### src/rtl/hack_vga_pkg.sv
// Shared timing constants, Hack window geometry and pipeline types for the Hack VGA scanout.
package hack_vga_pkg;

    localparam int unsigned CntW  = 10;
    localparam int unsigned AddrW = 13;

    typedef logic [CntW-1:0]  cnt_t;
    typedef logic [AddrW-1:0] addr_t;

    // 640x480 @ 60 Hz horizontal timing
    localparam cnt_t HActive    = 10'd640;
    localparam cnt_t HFp        = 10'd16;
    localparam cnt_t HSync      = 10'd96;
    localparam cnt_t HBp        = 10'd48;
    localparam cnt_t HSyncStart = HActive + HFp;
    localparam cnt_t HSyncEnd   = HSyncStart + HSync;
    localparam cnt_t HTotal     = HSyncEnd + HBp;

    localparam cnt_t VActive    = 10'd480;
    localparam cnt_t VFp        = 10'd10;
    localparam cnt_t VSync      = 10'd2;
    localparam cnt_t VBp        = 10'd33;
    localparam cnt_t VSyncStart = VActive + VFp;
    localparam cnt_t VSyncEnd   = VSyncStart + VSync;
    localparam cnt_t VTotal     = VSyncEnd + VBp;

    // Hack screen placed inside the active area
    localparam cnt_t  WinX0        = 10'd64;
    localparam cnt_t  WinY0        = 10'd112;
    localparam cnt_t  HackW        = 10'd512;
    localparam cnt_t  HackH        = 10'd256;
    localparam addr_t HackWordsRow = 13'd32;
    localparam cnt_t  WinX1        = WinX0 + HackW;
    localparam cnt_t  WinY1        = WinY0 + HackH;

    // Address goes out two counts ahead: one for the address register, one for RAM latency.
    localparam cnt_t FetchLead = 10'd2;
    localparam cnt_t FetchX0   = WinX0 - FetchLead;

    typedef struct packed {
        logic hsync_n;
        logic vsync_n;
        logic active;
        logic in_win;
        logic frame;
    } vid_ctl_t;

    function automatic addr_t word_addr(input cnt_t row, input cnt_t word_col);
        return addr_t'(row) * HackWordsRow + addr_t'(word_col);
    endfunction

endpackage

### src/rtl/vga_timing.sv
// Free-running 800x525 pixel/line counters with raw (unregistered) sync, active and frame tick.
module vga_timing
    import hack_vga_pkg::*;
(
    input  logic            clk,
    input  logic            rst,
    output logic [CntW-1:0] h_cnt,
    output logic [CntW-1:0] v_cnt,
    output logic            hsync_n,
    output logic            vsync_n,
    output logic            active,
    output logic            frame_tick
);

    cnt_t h_cnt_q, h_cnt_d;
    cnt_t v_cnt_q, v_cnt_d;

    always_ff @(posedge clk) begin
        if (rst) begin
            h_cnt_q <= '0;
            v_cnt_q <= '0;
        end else begin
            h_cnt_q <= h_cnt_d;
            v_cnt_q <= v_cnt_d;
        end
    end

    always_comb begin
        h_cnt_d = h_cnt_q + 10'd1;
        v_cnt_d = v_cnt_q;
        if (h_cnt_q == HTotal - 10'd1) begin
            h_cnt_d = '0;
            v_cnt_d = (v_cnt_q == VTotal - 10'd1) ? '0 : v_cnt_q + 10'd1;
        end
    end

    assign h_cnt      = h_cnt_q;
    assign v_cnt      = v_cnt_q;
    assign hsync_n    = !((h_cnt_q >= HSyncStart) && (h_cnt_q < HSyncEnd));
    assign vsync_n    = !((v_cnt_q >= VSyncStart) && (v_cnt_q < VSyncEnd));
    assign active     = (h_cnt_q < HActive) && (v_cnt_q < VActive);
    assign frame_tick = (v_cnt_q == VActive) && (h_cnt_q == '0);

endmodule

### src/rtl/hack_vga_scanout.sv
// Hack 512x256 monochrome screen scanout onto 640x480 VGA: word fetch, pixel shifter, colour.
// Define HACK_VGA_BORDER_EN to paint the area around the Hack window with BORDER_RGB.
module hack_vga_scanout
    import hack_vga_pkg::*;
#(
    parameter logic [11:0] BORDER_RGB = 12'h008,
    parameter logic [11:0] FG_RGB     = 12'h000,
    parameter logic [11:0] BG_RGB     = 12'hFFF
) (
    input  logic        clk,
    input  logic        rst,
    output logic [12:0] vram_addr,
    input  logic [15:0] vram_rdata,
    output logic        vga_hsync,
    output logic        vga_vsync,
    output logic [3:0]  vga_r,
    output logic [3:0]  vga_g,
    output logic [3:0]  vga_b,
    output logic        frame_start
);

`ifdef HACK_VGA_BORDER_EN
    localparam logic [11:0] BorderRgb = BORDER_RGB;
`else
    // Border disabled: forced to black.
    localparam logic [11:0] BorderRgb = BORDER_RGB & 12'h000;
`endif

    localparam vid_ctl_t CtlRst = '{hsync_n: 1'b1, vsync_n: 1'b1, active: 1'b0,
                                    in_win: 1'b0, frame: 1'b0};

    logic [CntW-1:0] h_cnt, v_cnt;
    logic            hsync_n, vsync_n, active, frame_tick;

    vga_timing u_timing (
        .clk       (clk),
        .rst       (rst),
        .h_cnt     (h_cnt),
        .v_cnt     (v_cnt),
        .hsync_n   (hsync_n),
        .vsync_n   (vsync_n),
        .active    (active),
        .frame_tick(frame_tick)
    );

    logic            win_row, win_col, fetch_en, load_en;
    cnt_t            row, fetch_col;
    logic [3:0]      pix_phase;
    vid_ctl_t        ctl_d, ctl_q;
    addr_t           vram_addr_q, vram_addr_d;
    logic [15:0]     shreg_q, shreg_d;
    logic [11:0]     rgb_q, rgb_d;
    logic            hsync_q, vsync_q, frame_q;

    always_comb begin
        win_row   = (v_cnt >= WinY0) && (v_cnt < WinY1);
        win_col   = (h_cnt >= WinX0) && (h_cnt < WinX1);
        row       = v_cnt - WinY0;
        fetch_col = h_cnt - FetchX0;
        pix_phase = 4'(h_cnt - WinX0);

        fetch_en = win_row && (h_cnt >= FetchX0) && (h_cnt < WinX1 - FetchLead) &&
                   (fetch_col[3:0] == 4'd0);
        load_en  = win_row && win_col && (pix_phase == 4'd0);

        vram_addr_d = fetch_en ? word_addr(row, fetch_col >> 4) : vram_addr_q;
        // Bit 0 is always the pixel currently on its way out.
        shreg_d     = load_en ? vram_rdata : {1'b0, shreg_q[15:1]};

        ctl_d = '{hsync_n: hsync_n, vsync_n: vsync_n, active: active,
                  in_win: win_row && win_col, frame: frame_tick};
    end

    always_comb begin
        rgb_d = 12'h000;
        if (ctl_q.active) begin
            if (ctl_q.in_win) begin
                rgb_d = shreg_q[0] ? FG_RGB : BG_RGB;
            end else begin
                rgb_d = BorderRgb;
            end
        end
    end

    always_ff @(posedge clk) begin
        if (rst) begin
            vram_addr_q <= '0;
            shreg_q     <= '0;
            ctl_q       <= CtlRst;
            hsync_q     <= 1'b1;
            vsync_q     <= 1'b1;
            rgb_q       <= 12'h000;
            frame_q     <= 1'b0;
        end else begin
            vram_addr_q <= vram_addr_d;
            shreg_q     <= shreg_d;
            ctl_q       <= ctl_d;
            hsync_q     <= ctl_q.hsync_n;
            vsync_q     <= ctl_q.vsync_n;
            rgb_q       <= rgb_d;
            frame_q     <= ctl_q.frame;
        end
    end

    assign vram_addr   = vram_addr_q;
    assign vga_hsync   = hsync_q;
    assign vga_vsync   = vsync_q;
    assign vga_r       = rgb_q[11:8];
    assign vga_g       = rgb_q[7:4];
    assign vga_b       = rgb_q[3:0];
    assign frame_start = frame_q;

endmodule
### config.mk
export PLATFORM = sky130hd
export DESIGN_NAME = hack_vga_scanout
export DESIGN_NICKNAME = d
export VERILOG_FILES = /design/src/rtl/hack_vga_pkg.sv /design/src/rtl/vga_timing.sv /design/src/rtl/hack_vga_scanout.sv
export SDC_FILE = /design/constraint.sdc
export NUM_CORES = 1
export LEC_CHECK = 0
export CAP_MARGIN = 0
export CORE_UTILIZATION = 53
export CTS_CLUSTER_SIZE = 12
export DETAILED_ROUTE_END_ITERATION = 8
export PLACE_DENSITY = 0.79
export SYNTH_ARGS = -nofsm -noshare
export SYNTH_HDL_FRONTEND = slang
export SYNTH_SLANG_ARGS = --single-unit
### constraint.sdc
create_clock -name clk -period 2.8 [get_ports clk]
set_clock_uncertainty 0.15 [all_clocks]
set_input_delay 0.42 -clock clk [delete_from_list [all_inputs] [get_ports clk]]
set_output_delay 0.42 -clock clk [all_outputs]
set_load 0.05 [all_outputs]
==> metrics.md <==
| Metric | Value |
|---|---|
| Mux cell area share after synthesis | ~6.5% |
| Top delay family on crit path | simple AND/OR/NAND/NOR gates |
| Reg2Reg Setup Slack | 210 ps |
| Syn Nets | 343 |
| DRC | 0 |
| Critical path fanouts, max | 5 |
| Buf/Inv on CP | 0 |
| FILL cells | 437 |
| Port Buf Inserts | 45 |
| Grt ovf | 0 |
| Netlist cell types | 47 |
| Worst setup path class | register to register |
| RSZ-0062 raised after global routing | false |
| Hold depth | 1 |
| Syn. warnings | 0 |
| Via Count | 2227 |
| Hold buffers post-CTS | 0 |
| Synth Instances | 312 |
| Final Net Count | around 370 |
| Post-Route WL | between 5000 and 6000 um |
| Initial DRC count | approximately 110 |
| Vias in the first global route | 1973 |
| Most used cell, CP | ha_1 |
| Die ar. | 0.00564 sq mm |
| 1st-pass router iterations | 4 |
| # IOs | 46 |
| PwrDens | 552 mW/mm^2 |
| Routability Congestion | about 0.92 |
| Static leakage | 0.00144 uW |
| Setup Viol. Count Final | 0 |
| Peak VDD IR | 0.379 mV |
| DP Wirelength | a little over 4000 um |
| Initial core utilization | 55.1% |
| Detail-routed via count per cell | 5.34 |
| CTS buffer count | 9 |
| Simple-Gate Fraction of Synth Area | around a fifth |
| Outcome | completed |
| Critical Path AT | 2700 ps |
| Most frequent cells in the layout | 58 x dfxtp_1, 45 x clkdlybuf4s50_1, 44 x nor2_1 |
| Post-CTS setup buffers | 0 |
| CTS Buffer Depth | 2 |
| Final ANT Viol Nets | 0 |
| CP Cell Sequence | ha_1, nand4_1, nand2_1, xnor2_1, ha_1, ha_1, nand3_1, xnor2_1, or3_1, a21oi_1 |
| H-tree depth | 3 |
| Worst setup EP type | register |
| Hold WC Path Type | register to register |
| # diodes | 0 |
| Number of flops mapped to enable cells by yosys | 0 |
| Largest family of logic cells by synthesized area | simple AND/OR/NAND/NOR gates |
| Final Hold Viols | 0 |
| Clk_lat worst skew | 340 ps |
| Worst Path Required | 2910 ps |
| R2R cell count | 10 |
| Startpoint Class | register |
| Worst reg2reg endpoint | vram_addr[11] |
| Slew @ Worst Pin | 619 ps |
| Placeable core area | 0.00514 sq mm |
| Commonest non-fill, non-tap cell in the layout | dfxtp_1 |
| Synth Area in Compound Gates | ~9% |
| Layout cells sized above 1 | 8.65% |
| Crit path largest cell delay | around 430 ps |
| Chip height | ~75 um |
| Post-Synth Adder-Cell Area | 5.74% |
| Max-Cap Viols | 0 |
| Initial antenna violation count | 0 |
| CTS clk-pin slew, worst paths | 70 ps |
| Synthesized area per cell | ~9.1 sq um |
| Minimum clock period | 2590 ps |
| Routed len/inst | around 14 um |
| Sequential share of the synthesized area | 41.0% |
| CTS tree | built |
| Hold path endpoint | rgb_q[10] |
| Setup_tns | 0 ps |
| Global-route usage over all layers | around 22% |
| Post-Syn Area | ~0.0028 sq mm |
| Resize count post-CTS | 0 |
| Root buf cell | clkbuf_8 |
| Hold Path Origin | shreg_q[0] |
| Clock Sinks | 58 |
| Ys async rst share | 0% |
| DIE WIDTH | 75.1 um |
| Xor and xnor area share after synthesis | 8.96% |
| Seq cells post-synth | 58 |
| Max_slew headroom | 58.6% |
| Final hold slack | ~250 ps |
| First-pass GRT wire length | 9230 um |
| Largest net degree at the start of global routing | 31 |
| Final worst path period share | 92.4% |
| Row count | 26 |
| RR Startpoint | u_timing.h_cnt[2] |
| Top FF cell, synth | dfxtp_1 |
| Layout area overhead | 23.0% |
| CP max stage cell | dfxtp_1 |
| Slew Viols, Final | 0 |
| F_max | a little under 400 MHz |
==> cell families (layout without fill, tap and decap cells) <==
family	after synthesis	count (layout)
AND/OR/NAND/NOR	115	115
flip-flops	58	58
multiplexers	18	18
buffers and inverters	39	74
XOR/XNOR	29	29
adder cells (fa/ha/maj)	13	13
AO/OA/AOI/OAI	40	40
==> sequential cells by signal, summed over array words and instances (netlist names) <==
signal	cells
vga_hsync	1
frame_start	1
rgb_q	1
u_timing.v_cnt	10
ctl_q	5
vga_vsync	1
shreg_q	16
vram_addr	13
u_timing.h_cnt	10
==> synthesized netlist by cell type (2+ instances only) <==
library cell / instances / area share [%]
dfxtp_1: 58 / 41
nor2_1: 44 / 5.8
mux2i_1: 17 / 6.0
buf_4: 15 / 4.0
nand2_1: 15 / 2.0
xor2_1: 15 / 4.6
nand3_1: 14 / 2.5
xnor2_1: 14 / 4.3
a21oi_1: 13 / 2.3
ha_1: 13 / 5.7
buf_2: 9 / 1.6
a211oi_1: 8 / 2.1
inv_1: 8 / 1.1
o21ai_0: 8 / 1.4
and3_1: 7 / 1.5
clkbuf_1: 5 / 0.66
nand4_1: 5 / 1.1
nor2b_1: 4 / 0.88
nand4b_1: 3 / 0.93
or2_2: 3 / 0.66
a31oi_1: 2 / 0.44
and2_1: 2 / 0.44
and3b_1: 2 / 0.62
nand3b_1: 2 / 0.53
nor3_1: 2 / 0.35
nor3b_1: 2 / 0.53
o21a_1: 2 / 0.53
==> per-layer routing <==
layer	wire length, um	GRT usage (%)
met5	0	0
met4	141	10.5
met3	323	8.03
met1	2830	28.3
met2	2630	34.2
==> report_power, final <==
| group | leakage (uW) | internal (uW) | switching, uW | total (uW) |
|---|---|---|---|---|
| clock | 0.000134 | 704 | 321 | 1020 |
| sequential | 0.000468 | 830 | 6.29 | 836 |
| combinational | 0.000836 | 34.4 | 27.7 | 62.1 |
| total | 0.00144 | 1570 | 355 | 1920 |
==> final cells by class <==
type | instances | area, sq um | area share, %
timing repair buffer | 50 | 488 | 14.0
tap | 70 | 87.6 | 2.51
clock buffer | 11 | 141 | 4.06
inverter | 8 | 30.0 | 0.862
clock inverter | 5 | 125 | 3.59
sequential | 58 | 1160 | 33.3
multi-input combinational | 215 | 1450 | 41.7
==> through the flow <==
step	setup WS [ps]	utilization (%)	total power [uW]	std cells	area (sq um)
floorplan	625	-	878	312	2830
global placement	387	62.6	914	401	3220
detailed placement	313	62.6	917	401	3220
CTS	238	67.8	1940	417	3480
global route	13.4	67.8	1990	417	3480
finish	212	67.8	1920	417	3480
==> worst max path at each step <==
stage	slack, ps	to	cells past startpoint	from
after floorplan	630	vram_addr[11]	10	u_timing.h_cnt[2]
after global placement	390	vram_addr[11]	10	u_timing.h_cnt[2]
after detailed placement	310	vram_addr[11]	10	u_timing.h_cnt[2]
after CTS	240	vram_addr[11]	10	u_timing.h_cnt[2]
after global routing	10	vram_addr[11]	10	u_timing.h_cnt[2]
final	210	vram_addr[11]	10	u_timing.h_cnt[2]
Power figures use the tool's default switching activity.
